--- config.mk ---
export PLATFORM = sky130hd
export DESIGN_NAME = stream_packer_flat
export DESIGN_NICKNAME = d
export VERILOG_FILES = /design/src/rtl/stream_packer_pkg.sv /design/src/rtl/stream_packer_if.sv /design/src/rtl/stream_packer_compact_stage.sv /design/src/rtl/stream_packer.sv /design/src/flat_wrapper.sv
export SDC_FILE = /design/constraint.sdc
export NUM_CORES = 1
export LEC_CHECK = 0
export CAP_MARGIN = 10
export CORE_MARGIN = 4
export CORE_UTILIZATION = 54
export DETAILED_ROUTE_END_ITERATION = 10
export PLACE_DENSITY_LB_ADDON = 0.08
export SYNTH_ARGS = -nofsm -noshare
export SYNTH_HDL_FRONTEND = slang
export SYNTH_HIERARCHICAL = 1
export SYNTH_SLANG_ARGS = --single-unit
--- constraint.sdc ---
create_clock -name clk -period 8.1 [get_ports clk]
set_input_delay 1.62 -clock clk [delete_from_list [all_inputs] [get_ports clk]]
set_output_delay 1.62 -clock clk [all_outputs]
set_load 0.05 [all_outputs]
--- src/rtl/stream_packer_pkg.sv ---
// Shared helpers for stream_packer: count widths, register placement in the
// compaction pipeline, and the stage record layout for the default build.
package stream_packer_pkg;

  function automatic int cnt_width(input int n);
    return $clog2(n + 1);
  endfunction

  function automatic int reg_levels(input int n, input int l);
    if (l < 0) return 0;
    return (l > n) ? n : l;
  endfunction

  // Level spacing between registers; n+1 means no level is registered.
  function automatic int reg_gap(input int n, input int l);
    int le;
    le = reg_levels(n, l);
    return (le == 0) ? n + 1 : (n + le - 1) / le;
  endfunction

  function automatic bit level_registered(input int n, input int l, input int lvl);
    return ((lvl + 1) % reg_gap(n, l)) == 0;
  endfunction

  // Stage record for 4 x 8-bit elements; wider builds declare the same layout.
  typedef struct packed {
    logic [3:0][7:0] data;
    logic [3:0]      keep;
    logic [2:0]      count;
    logic            last;
    logic            valid;
  } packer_stage_t;

endpackage

--- src/rtl/stream_packer_if.sv ---
// Keep-masked element stream: N elements per beat with valid/ready handshake.
interface stream_packer_if #(
  parameter type data_t       = logic [7:0],
  parameter int  NUM_ELEMENTS = 4
);
  data_t [NUM_ELEMENTS-1:0] data;
  logic  [NUM_ELEMENTS-1:0] keep;
  logic                     last;
  logic                     valid;
  logic                     ready;

  modport master (output data, keep, last, valid, input ready);
  modport slave  (input data, keep, last, valid, output ready);
endinterface

--- src/rtl/stream_packer_compact_stage.sv ---
// One level of the compaction network: element LEVEL moves down to slot
// `count` when kept. Optionally registered under the global pipeline enable.
module stream_packer_compact_stage
  import stream_packer_pkg::*;
#(
  parameter type stage_t      = packer_stage_t,
  parameter int  NUM_ELEMENTS = 4,
  parameter int  LEVEL        = 0,
  parameter bit  REGISTER     = 1'b0
) (
  input  logic   clk,
  input  logic   rst_n,
  input  logic   en,
  input  stage_t stage_in,
  output stage_t stage_out
);
  localparam int CW = cnt_width(NUM_ELEMENTS);

  stage_t nxt;

  // Slots 0..LEVEL end up holding the contiguous keep mask of the survivors.
  always_comb begin
    nxt = stage_in;
    if (stage_in.keep[LEVEL]) begin
      for (int j = 0; j <= LEVEL; j++)
        if (j == int'(stage_in.count)) nxt.data[j] = stage_in.data[LEVEL];
      nxt.count = stage_in.count + CW'(1);
    end
    for (int j = 0; j <= LEVEL; j++) nxt.keep[j] = (j < int'(nxt.count));
  end

  if (REGISTER) begin : g_reg
    stage_t q;
    logic   q_vld;
    logic   unused_q_vld;

    always_ff @(posedge clk or negedge rst_n)
      if (!rst_n)  q_vld <= 1'b0;
      else if (en) q_vld <= nxt.valid;

    always_ff @(posedge clk)
      if (en) q <= nxt;

    assign unused_q_vld = q.valid;

    always_comb begin
      stage_out       = q;
      stage_out.valid = q_vld;
    end
  end else begin : g_comb
    logic unused_ctl;
    assign unused_ctl = ^{clk, rst_n, en};
    assign stage_out  = nxt;
  end

endmodule

--- src/rtl/stream_packer.sv ---
// Drops keep-deasserted elements and repacks survivors into full output beats;
// `last` flushes a partial beat. Define STREAM_PACKER_SKID_EN for a 2-entry input skid.
module stream_packer
  import stream_packer_pkg::*;
#(
  parameter type data_t          = logic [7:0],
  parameter int  NUM_ELEMENTS    = 4,
  parameter int  REGISTER_LEVELS = 8
) (
  input  logic            clk,
  input  logic            rst_n,
  stream_packer_if.slave  in,
  stream_packer_if.master out
);
  localparam int N  = NUM_ELEMENTS;
  localparam int CW = cnt_width(N);
  localparam int AW = cnt_width(2 * N);

  typedef struct packed {
    data_t [N-1:0] data;
    logic  [N-1:0] keep;
    logic  [CW-1:0] count;
    logic          last;
    logic          valid;
  } lvl_t;

  lvl_t stg [N+1];
  lvl_t tail;
  logic en, acc_take, fire, full, flush;

  logic [AW-1:0]       cnt, cnt_pop, cnt_nxt;
  data_t [2*N-1:0]     acc_buf, buf_pop, buf_nxt;
  logic  [N-1:0]       keep_c;

`ifdef STREAM_PACKER_SKID_EN
  typedef struct packed {
    data_t [N-1:0] data;
    logic  [N-1:0] keep;
    logic          last;
  } skid_ent_t;

  skid_ent_t skid [2];
  skid_ent_t in_ent;
  logic [1:0] skid_cnt, skid_cnt_nxt;
  logic skid_push, skid_pop, ready_q;

  assign in_ent       = '{data: in.data, keep: in.keep, last: in.last};
  assign skid_push    = in.valid && ready_q;
  assign skid_pop     = (skid_cnt != 2'd0) && en;
  assign skid_cnt_nxt = skid_cnt + {1'b0, skid_push} - {1'b0, skid_pop};
  assign in.ready     = ready_q;

  always_ff @(posedge clk or negedge rst_n)
    if (!rst_n) begin
      skid_cnt <= 2'd0;
      ready_q  <= 1'b0;
    end else begin
      skid_cnt <= skid_cnt_nxt;
      ready_q  <= (skid_cnt_nxt != 2'd2);
    end

  // Head lives in slot 0; a push lands just behind whatever survives the pop.
  always_ff @(posedge clk) begin
    if (skid_pop) skid[0] <= skid[1];
    if (skid_push) begin
      if ((skid_cnt - {1'b0, skid_pop}) == 2'd0) skid[0] <= in_ent;
      else                                       skid[1] <= in_ent;
    end
  end

  assign stg[0] = '{data: skid[0].data, keep: skid[0].keep, count: '0,
                    last: skid[0].last, valid: (skid_cnt != 2'd0)};
`else
  assign in.ready = en && rst_n;
  assign stg[0]   = '{data: in.data, keep: in.keep, count: '0,
                      last: in.last, valid: in.valid};
`endif

  for (genvar i = 0; i < N; i++) begin : g_lvl
    stream_packer_compact_stage #(
      .stage_t      (lvl_t),
      .NUM_ELEMENTS (N),
      .LEVEL        (i),
      .REGISTER     (level_registered(N, REGISTER_LEVELS, i))
    ) u_stage (
      .clk       (clk),
      .rst_n     (rst_n),
      .en        (en),
      .stage_in  (stg[i]),
      .stage_out (stg[i+1])
    );
  end

  assign tail = stg[N];

  assign full      = (cnt >= AW'(N));
  assign out.valid = full || flush;
  assign fire      = out.valid && out.ready;
  assign acc_take  = tail.valid && !flush && (!full || fire);
  assign en        = !tail.valid || acc_take;

  // Pop first, then append the compacted tail behind what remains.
  always_comb begin
    buf_pop = acc_buf;
    cnt_pop = cnt;
    if (fire) begin
      for (int j = 0; j < N; j++) buf_pop[j] = acc_buf[j+N];
      cnt_pop = full ? cnt - AW'(N) : '0;
    end
    buf_nxt = buf_pop;
    cnt_nxt = cnt_pop;
    if (acc_take) begin
      for (int j = 0; j < 2 * N; j++)
        for (int k = 0; k < N; k++)
          if (tail.keep[k] && (j == int'(cnt_pop) + k)) buf_nxt[j] = tail.data[k];
      cnt_nxt = cnt_pop + AW'(tail.count);
    end
  end

  always_ff @(posedge clk or negedge rst_n)
    if (!rst_n) begin
      cnt   <= '0;
      flush <= 1'b0;
    end else begin
      cnt <= cnt_nxt;
      if (acc_take && tail.last)  flush <= 1'b1;
      else if (fire && out.last)  flush <= 1'b0;
    end

  always_ff @(posedge clk)
    acc_buf <= buf_nxt;

  always_comb begin
    keep_c = '0;
    for (int j = 0; j < N; j++) keep_c[j] = full || (j < int'(cnt));
  end

  assign out.data = acc_buf[N-1:0];
  assign out.keep = keep_c;
  assign out.last = flush && (cnt <= AW'(N));

endmodule

--- src/flat_wrapper.sv ---
// flat-port wrapper written by rule: the top's interface ports become plain ports
module stream_packer_flat import stream_packer_pkg::*;
#(
  parameter type data_t          = logic [7:0],
  parameter int  NUM_ELEMENTS    = 4,
  parameter int  REGISTER_LEVELS = 8
)
  (clk, rst_n, in_data, in_keep, in_last, in_valid, in_ready, out_data, out_keep, out_last, out_valid, out_ready);
  stream_packer_if #(.data_t(data_t), .NUM_ELEMENTS(NUM_ELEMENTS)) in_i ();
  stream_packer_if #(.data_t(data_t), .NUM_ELEMENTS(NUM_ELEMENTS)) out_i ();
  input  logic clk;
  input  logic rst_n;
  input wire logic [$bits(in_i.data)-1:0] in_data;
  input wire logic [$bits(in_i.keep)-1:0] in_keep;
  input wire logic [$bits(in_i.last)-1:0] in_last;
  input wire logic [$bits(in_i.valid)-1:0] in_valid;
  output wire logic [$bits(in_i.ready)-1:0] in_ready;
  output wire logic [$bits(out_i.data)-1:0] out_data;
  output wire logic [$bits(out_i.keep)-1:0] out_keep;
  output wire logic [$bits(out_i.last)-1:0] out_last;
  output wire logic [$bits(out_i.valid)-1:0] out_valid;
  input wire logic [$bits(out_i.ready)-1:0] out_ready;
  assign in_i.data = in_data;
  assign in_i.keep = in_keep;
  assign in_i.last = in_last;
  assign in_i.valid = in_valid;
  assign in_ready = in_i.ready;
  assign out_data = out_i.data;
  assign out_keep = out_i.keep;
  assign out_last = out_i.last;
  assign out_valid = out_i.valid;
  assign out_i.ready = out_ready;
  stream_packer #(.data_t(data_t), .NUM_ELEMENTS(NUM_ELEMENTS), .REGISTER_LEVELS(REGISTER_LEVELS)) u_core (.clk(clk), .rst_n(rst_n), .in(in_i), .out(out_i));
endmodule
==> impl_metrics.ini <==
[finish]
fin_area_sq_um = 13100
nets = 1012
drive_above_1_share_pct = 14.8
num_antenna_cells = 0
nFillCells = 1621
final_common_cell = edfxtp_1
layout.cells.most_common_list = edfxtp_1 (185), mux2i_1 (80), clkdlybuf4s50_1 (79), nand2_1 (71), mux2_2 (56)
syn2layout_area_growth_pct = 12.3

[clock_network]
cts_tree = yes
post_cts_buffers = 0
cts_root_buf = clkbuf_16
clk_pin_slew_worst_paths_ns = 0.06
cts_resized = 0
cts_hold_buf = 0
clock_sinks = 226
htreeDepth = 1
clock_path_buffers = 3
cts_buffers = 25
clk_latency_ns = 0.54

[sta]
setup_viol = 0
worst_slew_pin_slew_ns = 1.19
layout_setup_ws_ns = 2.21
setup_tns_ns = 0
skew_ns = 0.0113
period_minus_slack_ns = 5.89
hold_viol = 0
holdWs_ns = 0.411
fin_crit_sh_pct = 72.7
maxSlewHeadroom_pct = 19.7
slew_viol_final = 0
max_freq_ghz = 0.170
rsz0062_at_grt = no

[pwr]
pwr-share-clk_pct = 17.9
power_density_nw_per_um2 = 502
power_frac_comb_pct = 42.5
power_mw = 6.59
peakVddDrop_v = 0.000269
p_leak_nw = 5.26
internal-power_mw = 3.89
swShare_pct = 41.1
p_seq_share_pct = 39.5
p_sw_mw = 2.71

[placed_design]
portBuffers = 79
gp_congestion = 0.939
place_ws_ns = 1.80
place_area_sq_um = 12300
dp_hpwl_microns = 19500

[floorplan]
start_util_pct = 55.3
fp.coreArea_sq_um = 21200
die_height_microns = 155
floorplan.die.width_microns = 155
io_pins = 80
die_area_sq_um = 24100
num_rows = 53

[critical_path]
slowest_stage = clkdlybuf4s50_1
path_cells = clkdlybuf4s50_1 -> nand4bb_1 -> nand2_1 -> inv_1 -> ha_1 -> o21ai_1 -> nand4_1 -> or2_1 -> a21boi_2 -> a31oi_1
slowest_delay_ns = 1.03
worstPathArrival_ns = 6.05
path_class = input port to flop
worstSetupEndpointType = flop
start_kind = input port
worstPathMaxFanout = 24
cp.required_ns = 8.26

[yosys]
postSynthCellCount = 951
synthesis.area_sq_um = 11700
syn_area_per_cell_sq_um = 12.3
ys_warn_count = 6

[global_route]
overflow = 0
grt_max_degree = 93
antenna_found_initial = 0
grt.total_usage_pct = 22.7
grt_pass1_wl_microns = 42900
grt_pass1_vias = 7789

[outcome]
run_status = complete, no violations

[worst_hold_path]
hold_class = flop to flop

[routing]
vias = 7665
drtIter0Drc = 585
firstDrtPassIters = 5
drtAntennaViolNets = 0
routed_wl_microns = 27800
avgRoutedWirePerCell_microns = 22.3
routed_via_density = 6.13
drc = 0

[run]
maxCapViolCount = 0
[path summary, 6_finish.rpt]
path | startpoint | cells after the start | slack (ns) | to
hold / removal | u_core/g_lvl[2].u_stage/stage_out[1]$_DFFE_PP_ | 0 | 0.41 | u_core/g_lvl[3].u_stage/stage_out[1]$_DFFE_PP_
hold reg to reg | u_core/g_lvl[2].u_stage/stage_out[1]$_DFFE_PP_ | 0 | 0.41 | u_core/g_lvl[3].u_stage/stage_out[1]$_DFFE_PP_
setup reg to reg | u_core/cnt[3]$_DFF_PN0_ | 9 | 3.60 | u_core/acc_buf[41]$_DFFE_PP_
min in group asynchronous | rst_n | 1 | 1.39 | u_core/g_lvl[3].u_stage/g_reg.q_vld$_DFFE_PN0P_
max in group asynchronous | rst_n | 1 | 6.40 | u_core/g_lvl[1].u_stage/g_reg.q_vld$_DFFE_PN0P_
setup / recovery | out_ready | 10 | 2.21 | u_core/acc_buf[41]$_DFFE_PP_
[final cells by class]
type,count,area [sq um],area share (%)
Tap cell,275,344,2.62
Inverter,29,109,0.828
Sequential cell,226,6420,48.9
Multi-Input combinational cell,592,4580,34.9
Clock buffer,27,633,4.82
Timing Repair Buffer,83,821,6.25
Clock inverter,19,231,1.76
[power groups by stage]
stage	logic [mW]	clock network (mW)	registers, mW
3_3_place_gp	2.70	0	2.59
4_1_cts	2.79	1.20	2.59
3_5_place_dp	2.78	0	2.61
6_report	2.81	1.18	2.61
5_1_grt	3.02	1.26	2.66
2_1_floorplan	2.45	0	2.27
[worst max-delay path, delay by kind of cell]
| family | cells | cell delay (ns) |
|---|---|---|
| adders and majority gates | 1 | 0.34 |
| and+or+nand+nor | 4 | 1.83 |
| buffers and inverters | 2 | 1.14 |
| AOI/OAI and AO/OA | 3 | 1.12 |
[state kept, by name, indices dropped and copies added, names as in the netlist]
| name | count |
|---|---|
| u_core/g_lvl.u_stage/stage_out | 153 |
| u_core/acc_buf | 32 |
| u_core/g_lvl.u_stage/g_reg.q_vld | 4 |
| u_core/out.data | 32 |
| u_core/cnt | 4 |
| u_core/flush | 1 |
[per-layer routing]
layer	track usage (%)	wire (microns)
met2	38.6	13500
met4	9.75	1090
met5	0	0
met3	3.42	1880
met1	29.1	11400
[stage by stage]
stage | util (%) | cells
floorplan | - | 955
global placement | 58.0 | 1205
detailed placement | 58.0 | 1205
CTS | 62.1 | 1251
global route | 62.1 | 1251
finish | 62.1 | 1251
(Power assumes the default switching activity.)
